**src/rtl/psc_pkg.sv**
```systemverilog
// Shared types and reset constants for the pattern scan controller.
package psc_pkg;

  typedef enum logic [1:0] {
    IDLE  = 2'd0,
    LOAD  = 2'd1,
    SHIFT = 2'd2,
    DONE  = 2'd3
  } state_t;

  localparam int DEF_PATTERN = 'b10010;
  localparam int DEF_LEN     = 5;
  localparam int DEF_LIMIT   = 0;

endpackage

```
**src/rtl/pattern_matcher.sv**
```systemverilog
// Overlapping bit-serial pattern matcher: history shift register, saturating
// bits-seen counter and a length-masked compare on the next history value.
module pattern_matcher #(
  parameter int PAT_MAX = 8,
  parameter int LEN_W   = $clog2(PAT_MAX + 1)
) (
  input  logic               clk,
  input  logic               rst,
  input  logic               shift_en,
  input  logic               bit_in,
  input  logic               clear,
  input  logic [PAT_MAX-1:0] pattern,
  input  logic [LEN_W-1:0]   len,
  output logic               hit
);

  logic [PAT_MAX-1:0] hist_q, hist_next, mask;
  logic [LEN_W-1:0]   seen_q, seen_next, eff_len;

  // The compare looks at the history as it will be after this bit, so a
  // match is flagged on the same edge that shifts in its completing bit.
  always_comb begin
    hist_next = {hist_q[PAT_MAX-2:0], bit_in};
    seen_next = (seen_q >= LEN_W'(PAT_MAX)) ? seen_q : seen_q + LEN_W'(1);
    eff_len   = (len > LEN_W'(PAT_MAX)) ? LEN_W'(PAT_MAX) : len;
    for (int i = 0; i < PAT_MAX; i++) begin
      mask[i] = (LEN_W'(i) < eff_len);
    end
    hit = shift_en && (eff_len != '0) && (seen_next >= eff_len) &&
          ((hist_next & mask) == (pattern & mask));
  end

  always_ff @(posedge clk or posedge rst) begin
    if (rst) begin
      hist_q <= '0;
      seen_q <= '0;
    end else if (clear) begin
      hist_q <= '0;
      seen_q <= '0;
    end else if (shift_en) begin
      hist_q <= hist_next;
      seen_q <= seen_next;
    end
  end

endmodule

```
**src/rtl/pattern_scan_ctrl.sv**
```systemverilog
// Scan sequencer: accepts words, shifts them MSB-first through the matcher and
// counts matches. Define PSC_ABORT_EN to add the abort input.
module pattern_scan_ctrl
  import psc_pkg::*;
#(
  parameter int WORD_W  = 8,
  parameter int PAT_MAX = 8,
  parameter int CNT_W   = 8,
  parameter int LEN_W   = $clog2(PAT_MAX + 1)
) (
  input  logic               clk,
  input  logic               rst,
  input  logic               cfg_we,
  input  logic [PAT_MAX-1:0] cfg_pattern,
  input  logic [LEN_W-1:0]   cfg_len,
  input  logic [CNT_W-1:0]   cfg_limit,
  input  logic               start,
`ifdef PSC_ABORT_EN
  input  logic               abort,
`endif
  input  logic               in_valid,
  input  logic [WORD_W-1:0]  in_data,
  input  logic               in_last,
  output logic               in_ready,
  output logic               busy,
  output logic               done,
  output logic               match,
  output logic [CNT_W-1:0]   match_count,
  output logic               overflow
);

  localparam int IDX_W = $clog2(WORD_W);
  localparam logic [CNT_W-1:0] CNT_MAX = '1;

  state_t state_q, state_next;

  logic [WORD_W-1:0]  word_q;
  logic               last_q;
  logic [IDX_W-1:0]   bit_idx;
  logic [CNT_W-1:0]   count_q;
  logic               overflow_q, match_q;
  logic [PAT_MAX-1:0] pat_q;
  logic [LEN_W-1:0]   len_q;
  logic [CNT_W-1:0]   limit_q;

  logic abort_req, shift_en, load_word, clear, hit, limit_hit;

`ifdef PSC_ABORT_EN
  assign abort_req = abort && (state_q == LOAD || state_q == SHIFT);
`else
  assign abort_req = 1'b0;
`endif

  assign shift_en  = (state_q == SHIFT) && !abort_req;
  assign in_ready  = (state_q == LOAD) && !abort_req;
  assign load_word = in_ready && in_valid;
  assign clear     = (state_q == IDLE) && start;
  // The limit fires only on the edge where the count actually becomes the limit.
  assign limit_hit = hit && (limit_q != '0) && (count_q != CNT_MAX) &&
                     ((count_q + CNT_W'(1)) == limit_q);

  pattern_matcher #(.PAT_MAX(PAT_MAX), .LEN_W(LEN_W)) u_matcher (
    .clk      (clk),
    .rst      (rst),
    .shift_en (shift_en),
    .bit_in   (word_q[WORD_W-1]),
    .clear    (clear),
    .pattern  (pat_q),
    .len      (len_q),
    .hit      (hit)
  );

  always_ff @(posedge clk or posedge rst) begin
    if (rst) state_q <= IDLE;
    else     state_q <= state_next;
  end

  always_comb begin
    state_next = state_q;
    case (state_q)
      IDLE:  if (start) state_next = LOAD;
      LOAD:  if (in_valid) state_next = SHIFT;
      SHIFT: begin
        if (limit_hit)                              state_next = DONE;
        else if (bit_idx == IDX_W'(WORD_W - 1))     state_next = last_q ? DONE : LOAD;
      end
      DONE:  state_next = IDLE;
      default: state_next = IDLE;
    endcase
    if (abort_req) state_next = IDLE;
  end

  always_ff @(posedge clk or posedge rst) begin
    if (rst) begin
      word_q     <= '0;
      last_q     <= 1'b0;
      bit_idx    <= '0;
      count_q    <= '0;
      overflow_q <= 1'b0;
      match_q    <= 1'b0;
      pat_q      <= PAT_MAX'(DEF_PATTERN);
      len_q      <= LEN_W'(DEF_LEN);
      limit_q    <= CNT_W'(DEF_LIMIT);
    end else begin
      if (state_q == IDLE && cfg_we) begin
        pat_q   <= cfg_pattern;
        len_q   <= cfg_len;
        limit_q <= cfg_limit;
      end
      match_q <= hit;
      if (clear) begin
        count_q    <= '0;
        overflow_q <= 1'b0;
      end else if (hit) begin
        if (count_q == CNT_MAX) overflow_q <= 1'b1;
        else                    count_q    <= count_q + CNT_W'(1);
      end
      if (load_word) begin
        word_q  <= in_data;
        last_q  <= in_last;
        bit_idx <= '0;
      end else if (shift_en) begin
        word_q  <= word_q << 1;
        bit_idx <= bit_idx + IDX_W'(1);
      end
    end
  end

  assign busy        = (state_q != IDLE);
  assign done        = (state_q == DONE);
  assign match       = match_q;
  assign match_count = count_q;
  assign overflow    = overflow_q;

endmodule

```
**config.mk**
```make
export PLATFORM = sky130hd
export DESIGN_NAME = pattern_scan_ctrl
export DESIGN_NICKNAME = d
export VERILOG_FILES = /design/src/rtl/psc_pkg.sv /design/src/rtl/pattern_matcher.sv /design/src/rtl/pattern_scan_ctrl.sv
export SDC_FILE = /design/constraint.sdc
export NUM_CORES = 1
export LEC_CHECK = 0
export ABC_AREA = 1
export BUFFER_PORTS_ARGS = -buffer_cell sky130_fd_sc_hd__buf_2
export CAP_MARGIN = 20
export CORE_AREA = 2 2 74 76
export DETAILED_ROUTE_END_ITERATION = 8
export DIE_AREA = 0 0 76 78
export PLACE_DENSITY = 0.78
export SYNTH_ARGS = -nofsm -noshare
export SYNTH_HDL_FRONTEND = slang
export SYNTH_SLANG_ARGS = --single-unit
```
**constraint.sdc**
```tcl
create_clock -name clk -period 5.3 [get_ports clk]
set_clock_uncertainty 0.2 [all_clocks]
set_input_delay 1.06 -clock clk [delete_from_list [all_inputs] [get_ports clk]]
set_output_delay 1.06 -clock clk [all_outputs]
set_load 0.02 [all_outputs]
```
==> reports/summary.txt, run 1 <==
clock tree buffer depth - 2
Filler cells - 428
Buffers on Ports - 46
placed cells - 482
Inserted Clock Buffers - 5
Initial Util - 59.6%
Non-Filler Instances - 490
CTS sink count - 55
Synth Area per Inst - 8.08 um2
Max Fclk - 0.380 GHz
r2r startpoint - u_matcher.seen_q[0]$_DFFE_PP0P_
wire length per cell - 12.8 um
Die X-Extent - 76 um
core area - 5040 um2
vias in the first global route - 2369
ratio of cells with drive above 1 in the final layout - 21.9%
RR Endpoint - match_count[2]$_DFFE_PP0P_
Layout area overhead - 13.2%
TritonCTS clock tree - built
Vias per Instance - 5.17
die area - 5930 um2
top post-synthesis cells by area - dfrtp_1, nand2_1, nand3_1
most used cell, CP - nand2_1
clock share of power - 14.3%
Top Family by Delay on Critical Path - simple AND/OR/NAND/NOR gates
register share of total power - 41.1%
vias - 2532
RSZ-0062 raised after global routing - no
max_cap viols - 0
final slew viol count - 0
Root Buffer - clkbuf_8
hold depth - 1
Distinct cells, synth - 37
Routed Antenna Nets - 0
Seq/Total Area, Yosys - 45.9%
CP Data Arrival Time - 2630 ps
Final #Nets - 462
Max VDD drop - 0.000256 V
Least-Margin Pin Slew - 679 ps
Synth async-reset ratio - 100%
first-pass GRT wire length - 10900 um
worst rel slew slack - 54.7%
critical path type - reg2reg
min-delay src - bit_idx[0]$_DFFE_PP0P_
Critical Path RT - 5300 ps
pre-CTS WS - 2620 ps
setup tns final - 0 ps
FF-to-FF path depth - 16
Reg2Reg Setup Slack - 2670 ps
Sw Ratio - 43.1%
Cell Area, Synth - 3010 um2
status - completed
combinational share of power - 44.7%
FP Rows - 26
post-DP HPWL - 4750 um
number of synthesized register bits - 55
cell type with the largest total area after synthesis - dfrtp_1
NetSw - 738 uW
Main synth FF type - dfrtp_1
final worst path period share - 49.6%
DRT iter0 DRCs - 151
fin crit period - 2630 ps
cells after synthesis - 372
number of flops mapped to enable cells by yosys - 0
CP bufs+invs - 3
# Post-CTS Setup Buffers - 0
die height - 78 um
I/O pin count - 47
grt ovf - 0
largest net degree at the start of global routing - 56
crit-path cells - inv_1 > ha_1 > nand2_1 > o21ai_0 > ha_1 > inv_1 > o21bai_1 > nand2_1 > nand3_1 > nand2_1 > nor3_4 > nand2_4 > nand2_4 > inv_4 > nand2_2 > o21ai_2
Final WS setup - 2670 ps
most frequent cell after synthesis - nand2_1
worst-path fanout max - 8
Routability Congestion - 0.897
Yosys Warn Count - 0
residual DRC count - 0
critical path's slowest cell - dfrtp_1
Antenna Cells - 0
most frequent cells after synthesis - nand2_1, dfrtp_1, inv_1, nand3_1, nor2_1
share of the synthesized area in the top cell type - 42.4%
Synthesized Nets - 415
Pint - 973 uW
leakage power - 0.00176 uW
hold_buf cts - 0
H-tree depth - 2
clk slew on worst S/H paths - 100 ps
CP Launch Type - flop
initial antenna violation count - 0
CP max stage delay - 390 ps
Setup-failing EPs final - 0
HP Class - reg2reg
pwr/cell area - 502 nW/um2
Hold Path End - bit_idx[0]$_DFFE_PP0P_
Final Hold Viols - 0
Clock Latency Late Sink - 310 ps
Tot GR Track Use - 23.0%
CP endpoint kind - flop
WL final - 6250 um
first drt pass iteration count - 4
# resized after CTS - 0
cells in the final DEF (no fill, tap or decap), drive strengths merged:
master | Yosys | layout
nand2 | 96 | 96
dfrtp | 51 | 51
buf | 1 | 48
inv | 48 | 48
nand3 | 36 | 36
nor2 | 36 | 36
a21oi | 18 | 18
o21ai | 18 | 18
o22ai | 12 | 12
ha | 9 | 9
mux2 | 7 | 7
xor2 | 6 | 6
clkbuf | 7 | 6
nand4 | 6 | 6
dfstp | 4 | 4
clkinv | 3 | 4
xnor2 | 3 | 3
o211ai | 2 | 2
a22oi | 1 | 1
a21o | 1 | 1
o21bai | 1 | 1
nand3b | 1 | 1
and2 | 1 | 1
nor3 | 1 | 1
o31ai | 1 | 1
o41ai | 1 | 1
o221ai | 1 | 1
clkinvlp | 0 | 1
layout make-up:
cell class | instances | area [um2] | area share (%)
clock buffers | 6 | 82.6 | 2.43
clock inverters | 2 | 16.3 | 0.478
inverters | 51 | 194 | 5.70
multi-input cells | 258 | 1400 | 41.1
flip-flops and latches | 55 | 1380 | 40.6
well taps | 70 | 87.6 | 2.57
repair buffers | 48 | 245 | 7.20
worst max path at each step:
stage,start,endpoint,cells after the start
5_1_grt,u_matcher.seen_q[0]$_DFFE_PP0P_,match_count[2]$_DFFE_PP0P_,16
2_1_floorplan,rst,bit_idx[0]$_DFFE_PP0P_,1
4_1_cts,u_matcher.seen_q[0]$_DFFE_PP0P_,match_count[2]$_DFFE_PP0P_,16
3_3_place_gp,in_valid,word_q[7]$_DFFE_PP0P_,6
6_report,u_matcher.seen_q[0]$_DFFE_PP0P_,match_count[2]$_DFFE_PP0P_,16
3_5_place_dp,in_valid,word_q[7]$_DFFE_PP0P_,6
power by group through the flow:
stage	Sequential (uW)	Combinational (uW)	Clock, uW
2_1_floorplan	679	613	0
3_3_place_gp	701	743	0
3_5_place_dp	709	767	0
4_1_cts	702	771	250
5_1_grt	725	883	263
6_report	703	764	244
sequential cells by signal, summed over array words and instances (netlist names):
| register | flops |
|---|---|
| bit_idx | 3 |
| last_q | 1 |
| len_q | 4 |
| limit_q | 8 |
| match | 1 |
| match_count | 8 |
| overflow | 1 |
| pat_q | 8 |
| state_q | 2 |
| u_matcher.hist_q | 7 |
| u_matcher.seen_q | 4 |
| word_q | 8 |
routing by layer:
layer	GRT usage [%]	vias up	share of wire [%]
li1	-	1304	-
met1	31.6	1159	47
met5	0	-	0
met3	4.07	9	4.2
met2	38.3	60	47
met4	5.64	0	1.2
metrics by stage:
stage / instance area, um2 / power [uW] / utilization [%] / hold WS, ps
2_1_floorplan: 3010 / 1290 / - / 250
3_3_place_gp: 3310 / 1440 / 65.6 / 269
3_5_place_dp: 3310 / 1480 / 65.6 / 271
4_1_cts: 3400 / 1720 / 67.5 / 291
5_1_grt: 3400 / 1870 / 67.5 / 321
6_report: 3400 / 1710 / 67.5 / 287
cell families (layout without fill, tap and decap cells):
kind of cell    Yosys count  count (layout)  synth area share, %
compound gates           56              56                 10.8
xor+xnor                  9               9                 2.62
fa+ha+maj                 9               9                 3.75
buf+inv                  59             107                 7.57
flops                    55              55                 45.9
mux                       7               7                 2.62
simple gates            177             177                 26.7
(Power assumes the default switching activity.)
==> inputs of run 2 (changes only) <==
--- a/config.mk
+++ b/config.mk
@@ -5,13 +5,13 @@
 export SDC_FILE = /design/constraint.sdc
 export NUM_CORES = 1
 export LEC_CHECK = 0
-export ABC_AREA = 1
+export ABC_AREA = 0
 export BUFFER_PORTS_ARGS = -buffer_cell sky130_fd_sc_hd__buf_2
 export CAP_MARGIN = 20
-export CORE_AREA = 2 2 74 76
+export CORE_AREA = 2 2 81 83
 export DETAILED_ROUTE_END_ITERATION = 8
-export DIE_AREA = 0 0 76 78
-export PLACE_DENSITY = 0.78
+export DIE_AREA = 0 0 83 85
+export PLACE_DENSITY = 0.7
 export SYNTH_ARGS = -nofsm -noshare
 export SYNTH_HDL_FRONTEND = slang
 export SYNTH_SLANG_ARGS = --single-unit
==> constraint.sdc (replaced) <==
create_clock -name clk -period 2.2 [get_ports clk]
set_clock_uncertainty 0.2 [all_clocks]
set_input_delay 0.44 -clock clk [delete_from_list [all_inputs] [get_ports clk]]
set_output_delay 0.44 -clock clk [all_outputs]
set_load 0.02 [all_outputs]
==> run 2 against run 1 <==
The flow now finishes with violations (setup timing). Area after synthesis is 2.1% higher. Global-route usage is 2.6 points lower. Non-clock buffer count is 41 higher. Final area is 13% higher. Critical endpoint unchanged. Largest power group unchanged. Highest routed layer unchanged.
==> reports/summary.txt, run 2 <==
Critical Path RT - 2190 ps
most frequent cells after synthesis - dfrtp_1, nand2_1, mux2_2, nand3_1, clkbuf_1
critical path type - reg2reg
most used cell, CP - ha_4
Yosys Warn Count - 0
Final WS setup - -508 ps
CTS sink count - 55
first drt pass iteration count - 4
fin crit period - 2710 ps
Routability Congestion - 0.878
status - finished with violations
Cell Area, Synth - 3070 um2
cells after synthesis - 313
die area - 7060 um2
top post-synthesis cells by area - dfrtp_1, mux2_2, nand2_1
Synth async-reset ratio - 100%
I/O pin count - 47
capture point of the critical path - match_count[2]$_DFFE_PP0P_
CP Launch Type - flop
Tot GR Track Use - 20.4%
Final #Nets - 431
vias in the first global route - 2564
pwr/cell area - 1130 nW/um2
register share of total power - 39.1%
Layout area overhead - 25.6%
Global Route met2 Usage - 35.5%
NetSw - 1650 uW
CP max stage delay - 420 ps
Synth Area per Inst - 9.81 um2
CP endpoint kind - flop
Routed Antenna Nets - 0
first-pass GRT wire length - 11800 um
cell type with the largest total area after synthesis - dfrtp_1
Synthesized Nets - 356
Vias per Instance - 5.55
Sw Ratio - 37.8%
Max VDD drop - 0.000667 V
wire length per cell - 14.9 um
H-tree depth - 2
vias - 2584
max_cap viols - 0
final worst path period share - 123%
failing checks - setup timing
Worst setup startpoint - u_matcher.seen_q[1]$_DFFE_PP0P_
grt ovf - 0
WL final - 6930 um
combinational share of power - 47.5%
die height - 85 um
Buffers on Ports - 46
GR Util met3 - 3.31%
FP Rows - 29
Pint - 2710 uW
DRT iter0 DRCs - 116
Inserted Clock Buffers - 5
met1 global-route usage - 26.2%
ratio of cells with drive above 1 in the final layout - 34.7%
post-DP HPWL - 4880 um
clock share of power - 13.5%
final slew viol count - 0
crit-path cells - inv_1 > ha_4 > mux2_4 > ha_4 > a31oi_2 > a211o_1 > nor3_4 > buf_12 > buf_8 > a21oi_2 > nand3b_1
number of flops mapped to enable cells by yosys - 0
Clock Latency Late Sink - 310 ps
most frequent cells in the layout - nand2_1, dfrtp_1, buf_2, buf_4, mux2_2
clock tree buffer depth - 2
FF-to-FF path depth - 11
Filler cells - 527
Least-Margin Pin Slew - 581 ps
Root Buffer - clkbuf_8
worst rel slew slack - 61.2%
Antenna Cells - 0
Main synth FF type - dfrtp_1
Tot Pwr - 4370 uW
setup tns final - -5320 ps
Seq/Total Area, Yosys - 45.0%
TritonCTS clock tree - built
clk slew on worst S/H paths - 100 ps
critical path's slowest cell - dfrtp_1
Max Fclk - 0.369 GHz
Reg2Reg Setup Slack - -510 ps
Distinct cells, synth - 51
global route hottest layer - met2
RSZ-0062 raised after global routing - yes
RR Endpoint - match_count[2]$_DFFE_PP0P_
worst-path fanout max - 8
residual DRC count - 0
most common cell after layout, fill and taps aside - nand2_1
HP Class - in2reg
core area - 6200 um2
leakage power - 0.00183 uW
Initial Util - 49.5%
Die X-Extent - 83 um
r2r startpoint - u_matcher.seen_q[1]$_DFFE_PP0P_
CP Data Arrival Time - 2700 ps
Final Hold Viols - 0
share of the synthesized area in the top cell type - 41.6%
largest net degree at the start of global routing - 56
Setup-failing EPs final - 12
number of synthesized register bits - 55
initial antenna violation count - 0
## run 2: per-layer routing
| metal | vias up | share of wire (%) |
|---|---|---|
| li1 | 1258 | - |
| met1 | 1271 | 45 |
| met2 | 45 | 50 |
| met3 | 10 | 2.7 |
| met4 | 0 | 1.8 |
| met5 | - | 0 |
## run 2: cell type report
type / instances / area, um2 / area share (%)
Multi-Input combinational cell: 232 / 1640 / 42.6
Sequential cell: 55 / 1380 / 35.9
Timing Repair Buffer: 89 / 619 / 16.1
Tap cell: 77 / 96.3 / 2.50
Clock buffer: 7 / 86.3 / 2.24
Inverter: 5 / 18.8 / 0.487
Clock inverter: 1 / 8.76 / 0.227
## run 2: power by group through the flow
stage	clock, uW	combinational (uW)	sequential, uW
2_1_floorplan	0	1360	1680
6_report	588	2070	1710
5_1_grt	643	2290	1760
4_1_cts	603	2000	1700
3_3_place_gp	0	1890	1700
3_5_place_dp	0	1950	1720
## run 2: repair_timing
item / in CTS / in global routing
hold buffers: 1 / 0
endpoints found under the setup margin: 12 / 12
cloned: 1 / 0
endpoints found under the hold margin: 47 / 0
setup buffers: 6 / 1
gates resized for setup: 10 / 9
pin swaps: 3 / 4
## run 2: kinds of logic (layout without fill, tap and decap cells)
family          after synthesis  after routing  share of synthesized area, %
flops                        55             55                          45.0
compound gates               61             61                          13.2
mux                          24             24                          8.68
simple gates                119            119                          19.8
xor+xnor                     19             19                          5.87
fa+ha+maj                     9              9                          3.67
buf+inv                      26            102                          3.71
## run 2: how the worst min path moves through the flow
stage	startpoint	endpoint	slack, ps	cells past startpoint
after floorplan	u_matcher.hist_q[2]$_DFFE_PP0P_	u_matcher.hist_q[3]$_DFFE_PP0P_	280	2
after global placement	overflow$_DFFE_PP0P_	overflow$_DFFE_PP0P_	290	1
after detailed placement	overflow$_DFFE_PP0P_	overflow$_DFFE_PP0P_	290	1
after CTS	cfg_len[3]	len_q[3]$_DFFE_PP0P_	140	3
after global routing	cfg_pattern[3]	pat_q[3]$_DFFE_PP0P_	150	2
final	cfg_pattern[0]	pat_q[0]$_DFFE_PP0P_	150	2
## run 2: stage by stage
stage | hold slack, ps | setup WS [ps] | util [%] | cell area [um2] | std cells
2_1_floorplan | 280 | -309 | - | 3090 | 313
3_5_place_dp | 293 | -464 | 58.3 | 3620 | 451
6_report | 155 | -508 | 62.1 | 3860 | 466
3_3_place_gp | 289 | -392 | 58.3 | 3620 | 451
5_1_grt | 148 | -641 | 62.1 | 3860 | 466
4_1_cts | 145 | -421 | 61.4 | 3810 | 466
## run 2: worst max-delay path, delay by kind of cell, from the launching register on
| kind | cells | cell delay [ps] |
|---|---|---|
| flip-flops | 1 | 420 |
| AND/OR/NAND/NOR | 2 | 400 |
| adder cells (fa/ha/maj) | 2 | 480 |
| buffers and inverters | 3 | 360 |
| multiplexers | 1 | 290 |
| AO/OA/AOI/OAI | 3 | 440 |
